<file path="src/rtl/pipe_stage_buf_pkg.sv">
// Shared types and default stage widths for the pipeline stage buffers.
// Latency: n/a. Backpressure: n/a.
// Config: none.
package pipe_pkg;

    typedef enum logic [1:0] {
        EMPTY = 2'd0,
        ONE   = 2'd1,
        TWO   = 2'd2
    } pipe_state_e;

    localparam logic [31:0] NOP_INSTR = 32'h0;

    // Default payload widths of the four CPU stage boundaries
    localparam int FD_W = 64;
    localparam int DE_W = 160;
    localparam int EM_W = 104;
    localparam int MW_W = 72;

endpackage

</file>
<file path="src/rtl/pipe_stage_buf_if.sv">
// Valid/ready stream bundle carrying a payload plus sideband.
// Latency: n/a. Backpressure: ready is driven by the slave side.
// Config: none.
interface pipe_stage_buf_if
    import pipe_pkg::*;
#(
    parameter int DATA_W = FD_W,
    parameter int SIDE_W = 1
);
    logic              valid;
    logic              ready;
    logic [DATA_W-1:0] data;
    logic [SIDE_W-1:0] side;

    modport master (output valid, output data, output side, input ready);
    modport slave  (input valid, input data, input side, output ready);
endinterface

</file>
<file path="src/rtl/pipe_stage_buf_sat_cnt.sv">
// Saturating event counter; sticks at all-ones.
// Latency: count visible 1 cycle after inc. Backpressure: none.
// Config: none.
module pipe_sat_cnt #(
    parameter int CNT_W = 16
) (
    input  logic             clk,
    input  logic             reset,
    input  logic             inc,
    output logic [CNT_W-1:0] cnt
);

    always_ff @(posedge clk or posedge reset) begin
        if (reset) begin
            cnt <= '0;
        end else if (inc && (cnt != {CNT_W{1'b1}})) begin
            cnt <= cnt + 1'b1;
        end
    end

endmodule

</file>
<file path="src/rtl/pipe_stage_buf.sv">
// Inter-stage pipeline register with 2-entry skid buffer, flush, NOP-masked output.
// Latency: 1 cycle in->out. Backpressure: registered in_ready drops only when both entries are full.
// Config: PIPE_STAGE_PERF_EN adds saturating stall_cnt / flush_cnt.
module pipe_stage_buf
    import pipe_pkg::*;
#(
    parameter int                DATA_W  = FD_W,
    parameter int                SIDE_W  = 1,
    parameter logic [DATA_W-1:0] NOP_VAL = DATA_W'(NOP_INSTR),
    parameter int                CNT_W   = 16
) (
    input  logic             clk,
    input  logic             reset,
    input  logic             flush,
    pipe_stage_buf_if.slave  up,
    pipe_stage_buf_if.master dn
`ifdef PIPE_STAGE_PERF_EN
    ,
    output logic [CNT_W-1:0] stall_cnt,
    output logic [CNT_W-1:0] flush_cnt
`endif
);

    pipe_state_e       state_q;
    logic              in_ready_q;
    logic [DATA_W-1:0] main_dat;
    logic [DATA_W-1:0] skid_dat;
    logic [SIDE_W-1:0] main_side;
    logic [SIDE_W-1:0] skid_side;
    logic              out_valid;
    logic              accept;
    logic              pop;

    assign out_valid = (state_q != EMPTY);
    assign accept    = up.valid & in_ready_q;
    assign pop       = out_valid & dn.ready;

    assign up.ready = in_ready_q;
    assign dn.valid = out_valid;
    assign dn.data  = out_valid ? main_dat : NOP_VAL;
    assign dn.side  = out_valid ? main_side : '0;

    // in_ready_q is kept equal to (state_q != TWO) so out_ready never reaches in_ready combinationally
    always_ff @(posedge clk or posedge reset) begin
        if (reset) begin
            state_q    <= EMPTY;
            in_ready_q <= 1'b1;
            main_dat   <= NOP_VAL;
            skid_dat   <= NOP_VAL;
            main_side  <= '0;
            skid_side  <= '0;
        end else if (flush) begin
            state_q    <= EMPTY;
            in_ready_q <= 1'b1;
        end else begin
            case (state_q)
                EMPTY: begin
                    if (accept) begin
                        main_dat  <= up.data;
                        main_side <= up.side;
                        state_q   <= ONE;
                    end
                end
                ONE: begin
                    if (accept && pop) begin
                        main_dat  <= up.data;
                        main_side <= up.side;
                    end else if (accept) begin
                        skid_dat   <= up.data;
                        skid_side  <= up.side;
                        state_q    <= TWO;
                        in_ready_q <= 1'b0;
                    end else if (pop) begin
                        state_q <= EMPTY;
                    end
                end
                TWO: begin
                    if (pop) begin
                        main_dat   <= skid_dat;
                        main_side  <= skid_side;
                        state_q    <= ONE;
                        in_ready_q <= 1'b1;
                    end
                end
                default: begin
                    state_q    <= EMPTY;
                    in_ready_q <= 1'b1;
                end
            endcase
        end
    end

`ifdef PIPE_STAGE_PERF_EN
    pipe_sat_cnt #(.CNT_W(CNT_W)) u_stall_cnt (
        .clk   (clk),
        .reset (reset),
        .inc   (out_valid & ~dn.ready),
        .cnt   (stall_cnt)
    );

    // Only flushes that actually squash a held entry are counted
    pipe_sat_cnt #(.CNT_W(CNT_W)) u_flush_cnt (
        .clk   (clk),
        .reset (reset),
        .inc   (flush & out_valid),
        .cnt   (flush_cnt)
    );
`endif

endmodule

</file>
<file path="src/flat_wrapper.sv">
// flat-port wrapper written by rule: the top's interface ports become plain ports
module pipe_stage_buf_flat import pipe_pkg::*;
#(
    parameter int                DATA_W  = FD_W,
    parameter int                SIDE_W  = 1,
    parameter logic [DATA_W-1:0] NOP_VAL = DATA_W'(NOP_INSTR),
    parameter int                CNT_W   = 16
)
  (clk, reset, flush, up_valid, up_data, up_side, up_ready, dn_valid, dn_data, dn_side, dn_ready);
  pipe_stage_buf_if #(.DATA_W(DATA_W), .SIDE_W(SIDE_W)) up_i ();
  pipe_stage_buf_if #(.DATA_W(DATA_W), .SIDE_W(SIDE_W)) dn_i ();
  input  logic clk;
  input  logic reset;
  input  logic flush;
  input wire logic [$bits(up_i.valid)-1:0] up_valid;
  input wire logic [$bits(up_i.data)-1:0] up_data;
  input wire logic [$bits(up_i.side)-1:0] up_side;
  output wire logic [$bits(up_i.ready)-1:0] up_ready;
  output wire logic [$bits(dn_i.valid)-1:0] dn_valid;
  output wire logic [$bits(dn_i.data)-1:0] dn_data;
  output wire logic [$bits(dn_i.side)-1:0] dn_side;
  input wire logic [$bits(dn_i.ready)-1:0] dn_ready;
  assign up_i.valid = up_valid;
  assign up_i.data = up_data;
  assign up_i.side = up_side;
  assign up_ready = up_i.ready;
  assign dn_valid = dn_i.valid;
  assign dn_data = dn_i.data;
  assign dn_side = dn_i.side;
  assign dn_i.ready = dn_ready;
  pipe_stage_buf #(.DATA_W(DATA_W), .SIDE_W(SIDE_W), .NOP_VAL(NOP_VAL), .CNT_W(CNT_W)) u_core (.clk(clk), .reset(reset), .flush(flush), .up(up_i), .dn(dn_i));
endmodule
</file>
<file path="config.mk">
export PLATFORM = sky130hd
export DESIGN_NAME = pipe_stage_buf_flat
export DESIGN_NICKNAME = d
export VERILOG_FILES = /design/src/rtl/pipe_stage_buf_pkg.sv /design/src/rtl/pipe_stage_buf_if.sv /design/src/rtl/pipe_stage_buf_sat_cnt.sv /design/src/rtl/pipe_stage_buf.sv /design/src/flat_wrapper.sv
export SDC_FILE = /design/constraint.sdc
export NUM_CORES = 1
export LEC_CHECK = 0
export ABC_AREA = 1
export CORE_ASPECT_RATIO = 1.25
export CORE_UTILIZATION = 51
export CTS_BUF_LIST = sky130_fd_sc_hd__clkbuf_16
export DETAILED_ROUTE_END_ITERATION = 7
export PLACE_DENSITY = 0.81
export SLEW_MARGIN = 20
export SYNTH_ARGS = -nofsm -noshare
export SYNTH_HDL_FRONTEND = slang
export SYNTH_SLANG_ARGS = --single-unit
</file>
<file path="constraint.sdc">
create_clock -name clk -period 6.3 [get_ports clk]
set_input_delay 1.26 -clock clk [delete_from_list [all_inputs] [get_ports clk]]
set_output_delay 1.26 -clock clk [all_outputs]
set_load 0.05 [all_outputs]
</file>
## Yosys cells after proc, flatten, opt, wreduce, memory -nomap -nowiden

Cells that the tools add are included.

| storage, ports and cells | value |
|---|---|
| input bits | 70 |
| bits in writable memories | 0 |
| latch bits | 0 |
| register bits | 133 |
| word-level logic and storage cells | 51 |
| memories kept | 0 |
| ROM bits | 0 |

| cells by class | value |
|---|---|
| order comparisons | 0 |
| div/mod/pow operators | 0 |
| muxes and demuxes | 22 |
| reduce and logical (&&, ||, !) cells | 8 |
| $add $sub $neg | 0 |
| multipliers | 0 |
| bitwise gates (word level) | 4 |
| equal/unequal tests | 11 |
| shift operators | 0 |

Operator list:

| operator | count |
|---|---|
| $mux 64 | 4 |
| $pmux 64 s3 | 1 |
| $mux 2 | 6 |
| $reduce_and 4->1 | 3 |
| $ne 3x2->1 const B | 3 |
| $mux 1 | 8 |
| $ne 2x1->1 const B | 3 |
| $pmux 1 s3 | 2 |
| $pmux 2 s3 | 1 |
| $reduce_and 5->1 | 1 |
| $ne 4x2->1 const B | 1 |
| $ne 3x3->1 const B | 1 |
| $reduce_bool 3->1 | 1 |
| $and 1x1->1 | 2 |
| $eq 2x1->1 const B | 1 |
| $eq 2x2->1 const B | 1 |
| $logic_not 2->1 | 1 |
| $ne 2x2->1 const B | 1 |
| $not 1->1 | 2 |
| $reduce_bool 2->1 | 1 |
| $logic_and 1x1->1 | 1 |

## Depth between registers and ports, before layout

| logic depth | value |
|---|---|
| word-level depth | 7 |
| gate-level depth with buffers | 8 |
| gate-level depth less buffers | 8 |

## Least setup slack after synthesis

Ideal clock, no wire load.

| timing path | value |
|---|---|
| kind | flip-flop to output port |
| start | register u_core.state_q[1] |
| end | output port dn_data[18] |
| cell stages (with the launch flop) | 5 |
| arrival time | 1.512 ns |
| path slack | 3.528 ns |
| required time | 5.040 ns |
| path buffers | 2 |
| path through | dfrtp_1 > nor2_4 > clkbuf_1 > buf_2 > nor2_1 |

| between the ends | value |
|---|---|
| longest elaborated chain between the ends | 2 |

RTL lines:

| element | RTL line | source |
|---|---|---|
| start, declared | pipe_stage_buf.sv:24 | `pipe_state_e state_q;` |
| start signal, assigned | pipe_stage_buf.sv:46 | `state_q <= EMPTY;` |
| start signal, assigned | pipe_stage_buf.sv:53 | `state_q <= EMPTY;` |
| start signal, assigned | pipe_stage_buf.sv:61 | `state_q <= ONE;` |
| $reduce_bool 2->1 | pipe_stage_buf.sv:34 | `assign out_valid = (state_q != EMPTY);` |
| $mux 64 | pipe_stage_buf.sv:40 | `assign dn.data = out_valid ? main_dat : NOP_VAL;` |
| end, declared | flat_wrapper.sv:20 | `output wire logic [$bits(dn_i.data)-1:0] dn_data;` |

No other way between the ends.

## Final worst setup path

| timing path | value |
|---|---|
| start | register u_core.state_q[1] |
| end | output port dn_data[0] |

The elaborated chain is that of the path after synthesis.

==> metrics.md <==
| Metric | Value |
|---|---|
| DR DRC count | `0` |
| Final Hold Vio Count | `0` |
| Antenna Cells | `0` |
| Port Buffers | `about 140` |
| Required @ worst endpoint | `around 5000 ps` |
| Sequential share of the synthesized area | `between 50% and 60%` |
| Peak VDD IR | `roughly 0.27 mV` |
| Area grow syn2layout | `31.3%` |
| Compound-Gate Fraction of Synth Area | `between 10% and 20%` |
| Synthesized instance count | `between 800 and 900` |
| Die area | `around 13000 um2` |
| Avg Inst Size Synth | `approximately 7.7 um2` |
| Core Util, Final | `69.6%` |
| Worst setup SP type | `flip-flop` |
| Initial antenna violation count | `0` |
| Hpwl dp | `approximately 9.0 mm` |
| Hold crit path type | `reg -> reg` |
| Post-synthesis xor/xnor area fraction | `0%` |
| Nets | `between 900 and 1000` |
| CTS Hold Bufs | `0` |
| Core ar. | `11700 um2` |
| Post_cts resized | `0` |
| Synth unique cells | `20` |
| Final max-slew violation count | `0` |
| Pwr dens | `just under 500 nW/um2` |
| Worst-skew pair later-pin latency | `slightly above 400 ps` |
| Tot GR Track Use | `23.8%` |
| Max FO, Critical Path | `36` |
| Setup CP Type | `reg -> out` |
| Area contributors post-synth | `dfrtp_1, nand2_1, inv_1` |
| Max frequency | `240 MHz` |
| Yosys reg bits | `about 130` |
| CP endpoint kind | `output port` |
| CTS H-tree depth | `4` |
| Fin crit share | `between 60% and 70%` |
| Initial DRC Count | `301` |
| First-pass GRT wire length | `23.5 mm` |
| Synth area leader | `dfrtp_1` |
| Die X | `101 um` |
| RSZ-0062 raised after global routing | `false` |
| Clk slew on worst S/H paths | `approximately 50 ps` |
| Lkg Pwr | `between 4 and 5 nW` |
| Worst slew pin tran | `about 1000 ps` |
| Largest net degree at the start of global routing | `about 110` |
| Syn nets | `roughly 900` |
| Clock Skew | `9.84 ps` |
| YS warnings | `0` |
| Post-Synth Simple-Gate Area | `approximately 18%` |
| Top cell type's share of synthesized area | `53.2%` |
| Die height | `between 100 and 150 um` |
| Commonest non-fill, non-tap cells in the layout | `nand2_1, inv_1, clkdlybuf4s50_1, nor2_1, dfrtp_1` |
| Root buf cell | `clkbuf_16` |
| Clk sink count | `133` |
| Detail Route Antenna Nets | `0` |
| Routability congestion estimate | `between 0.8 and 0.9` |
| CTS buffer count | `17` |
| CTS tree | `done` |
| Mux share of post-synthesis cell area | `0%` |
| Clock Path Buffers | `2` |
| Synth Area in Adders | `0%` |
| MaxCap Viol Count | `0` |
| Post-CTS Setup Bufs | `0` |
| First-pass detailed-route iteration total | `5` |
| WL/cell | `~13 um` |
| Number of fill cells | `about 970` |
| Number of global-route vias before repair | `approximately 5100` |
| Ports | `around 140` |
| CP arrival | `between 2000 and 3000 ps` |
| Synthesized cell area | `6210 um2` |
| Setup violations, final | `0` |
| Via count | `around 5300` |
| Routed wire length | `about 14 mm` |
| Status | `completed` |
| Num rows | `between 40 and 50` |
| Slew HR | `33.1%` |
| Grt total ovfl | `0` |
| TNS Setup | `0 ps` |
| Share of post-route cells with drive strength above 1 | `4.31%` |
| Via density | `between 4 and 5` |
| Post-route minimum period | `4170 ps` |
| Initial Utilization | `a little over half` |
| Largest family of logic cells by synthesized area | `simple AND/OR/NAND/NOR gates` |
| Final hold slack | `slightly below 500 ps` |
| Commonest non-fill, non-tap cell in the layout | `nand2_1` |
## metal layers
layer / part of all wire, % / routed length [um] / GRT usage [%]
met2: 51 / 7160 / 39.8
met1: 43 / 5970 / 30.0
met5: 0 / 0 / 0
met3: 3.9 / 550 / 4.42
met4: 2.0 / 282 / 10.1
## flip-flops by register name, summed over array words and instances (netlist names)
register and flops:
u_core.main_dat 64, u_core.main_side 1, u_core.skid_dat 64, u_core.skid_side 1, u_core.state_q 2, u_core.up.ready 1
## cell type report
class                           instances  area (um2)  share of cell area (%)
Sequential cell                       133        3330                    40.8
Multi-Input combinational cell        485        2130                    26.1
Timing Repair Buffer                  142        1440                    17.6
Inverter                              137         519                    6.36
Clock buffer                           17         425                    5.21
Tap cell                              161         201                    2.47
Clock inverter                         13         119                    1.46
## kinds of logic (layout without fill, tap and decap cells)
family | count (synthesis) | in the layout
and+or+nand+nor | 286 | 286
AOI/OAI and AO/OA | 199 | 199
buffers and inverters | 186 | 309
DFF | 133 | 133
## report_power, final
part / leakage (nW) / internal, W / switching, W
combinational: 2.15 / 0.000556 / 0.00115
sequential: 1.63 / 0.00125 / 0.000146
clock: 0.266 / 0.000568 / 0.000345
total: 4.05 / 0.00237 / 0.00164
## synth_stat cells (all sizes together)
cell and instances:
a21oi 66, buf 39, clkbuf 10, dfrtp 132
dfstp 1, inv 137, nand2 143, nand3 4
nand4 3, nor2 136, o21ai 132, o21bai 1
## metrics by stage
step / cell area [um2] / worst slack [ps] / total power (W) / instances
3_5_place_dp: 7610 / 2520 / 0.00312 / 1058
3_3_place_gp: 7590 / 2600 / 0.00305 / 1057
5_1_grt: 8160 / 1970 / 0.00426 / 1088
4_1_cts: 8160 / 2090 / 0.00405 / 1088
2_1_floorplan: 6210 / 1490 / 0.00258 / 804
6_report: 8160 / 2130 / 0.00401 / 1088
## path summary, 6_finish.rpt
path                       slack [ps]  cells after the start                  end                start
setup / recovery                 2130                      4           dn_data[0]    u_core.state_q[1]
hold / removal                    480                      2  u_core.skid_dat[33]  u_core.skid_dat[33]
setup reg to reg                 3780                      6   u_core.main_dat[6]    u_core.state_q[1]
hold reg to reg                   480                      2  u_core.skid_dat[33]  u_core.skid_dat[33]
max in group asynchronous        3790                      3  u_core.skid_dat[62]                reset
min in group asynchronous        1390                      2     u_core.main_side                reset
## worst max-delay path: stages, from the launching register on
cell and delay (ps):
dfrtp_1 460, nor2_4 690, buf_4 510, nor2_1 110, clkdlybuf4s50_1 720
Note: power is estimated with default switching activity, not from simulation.
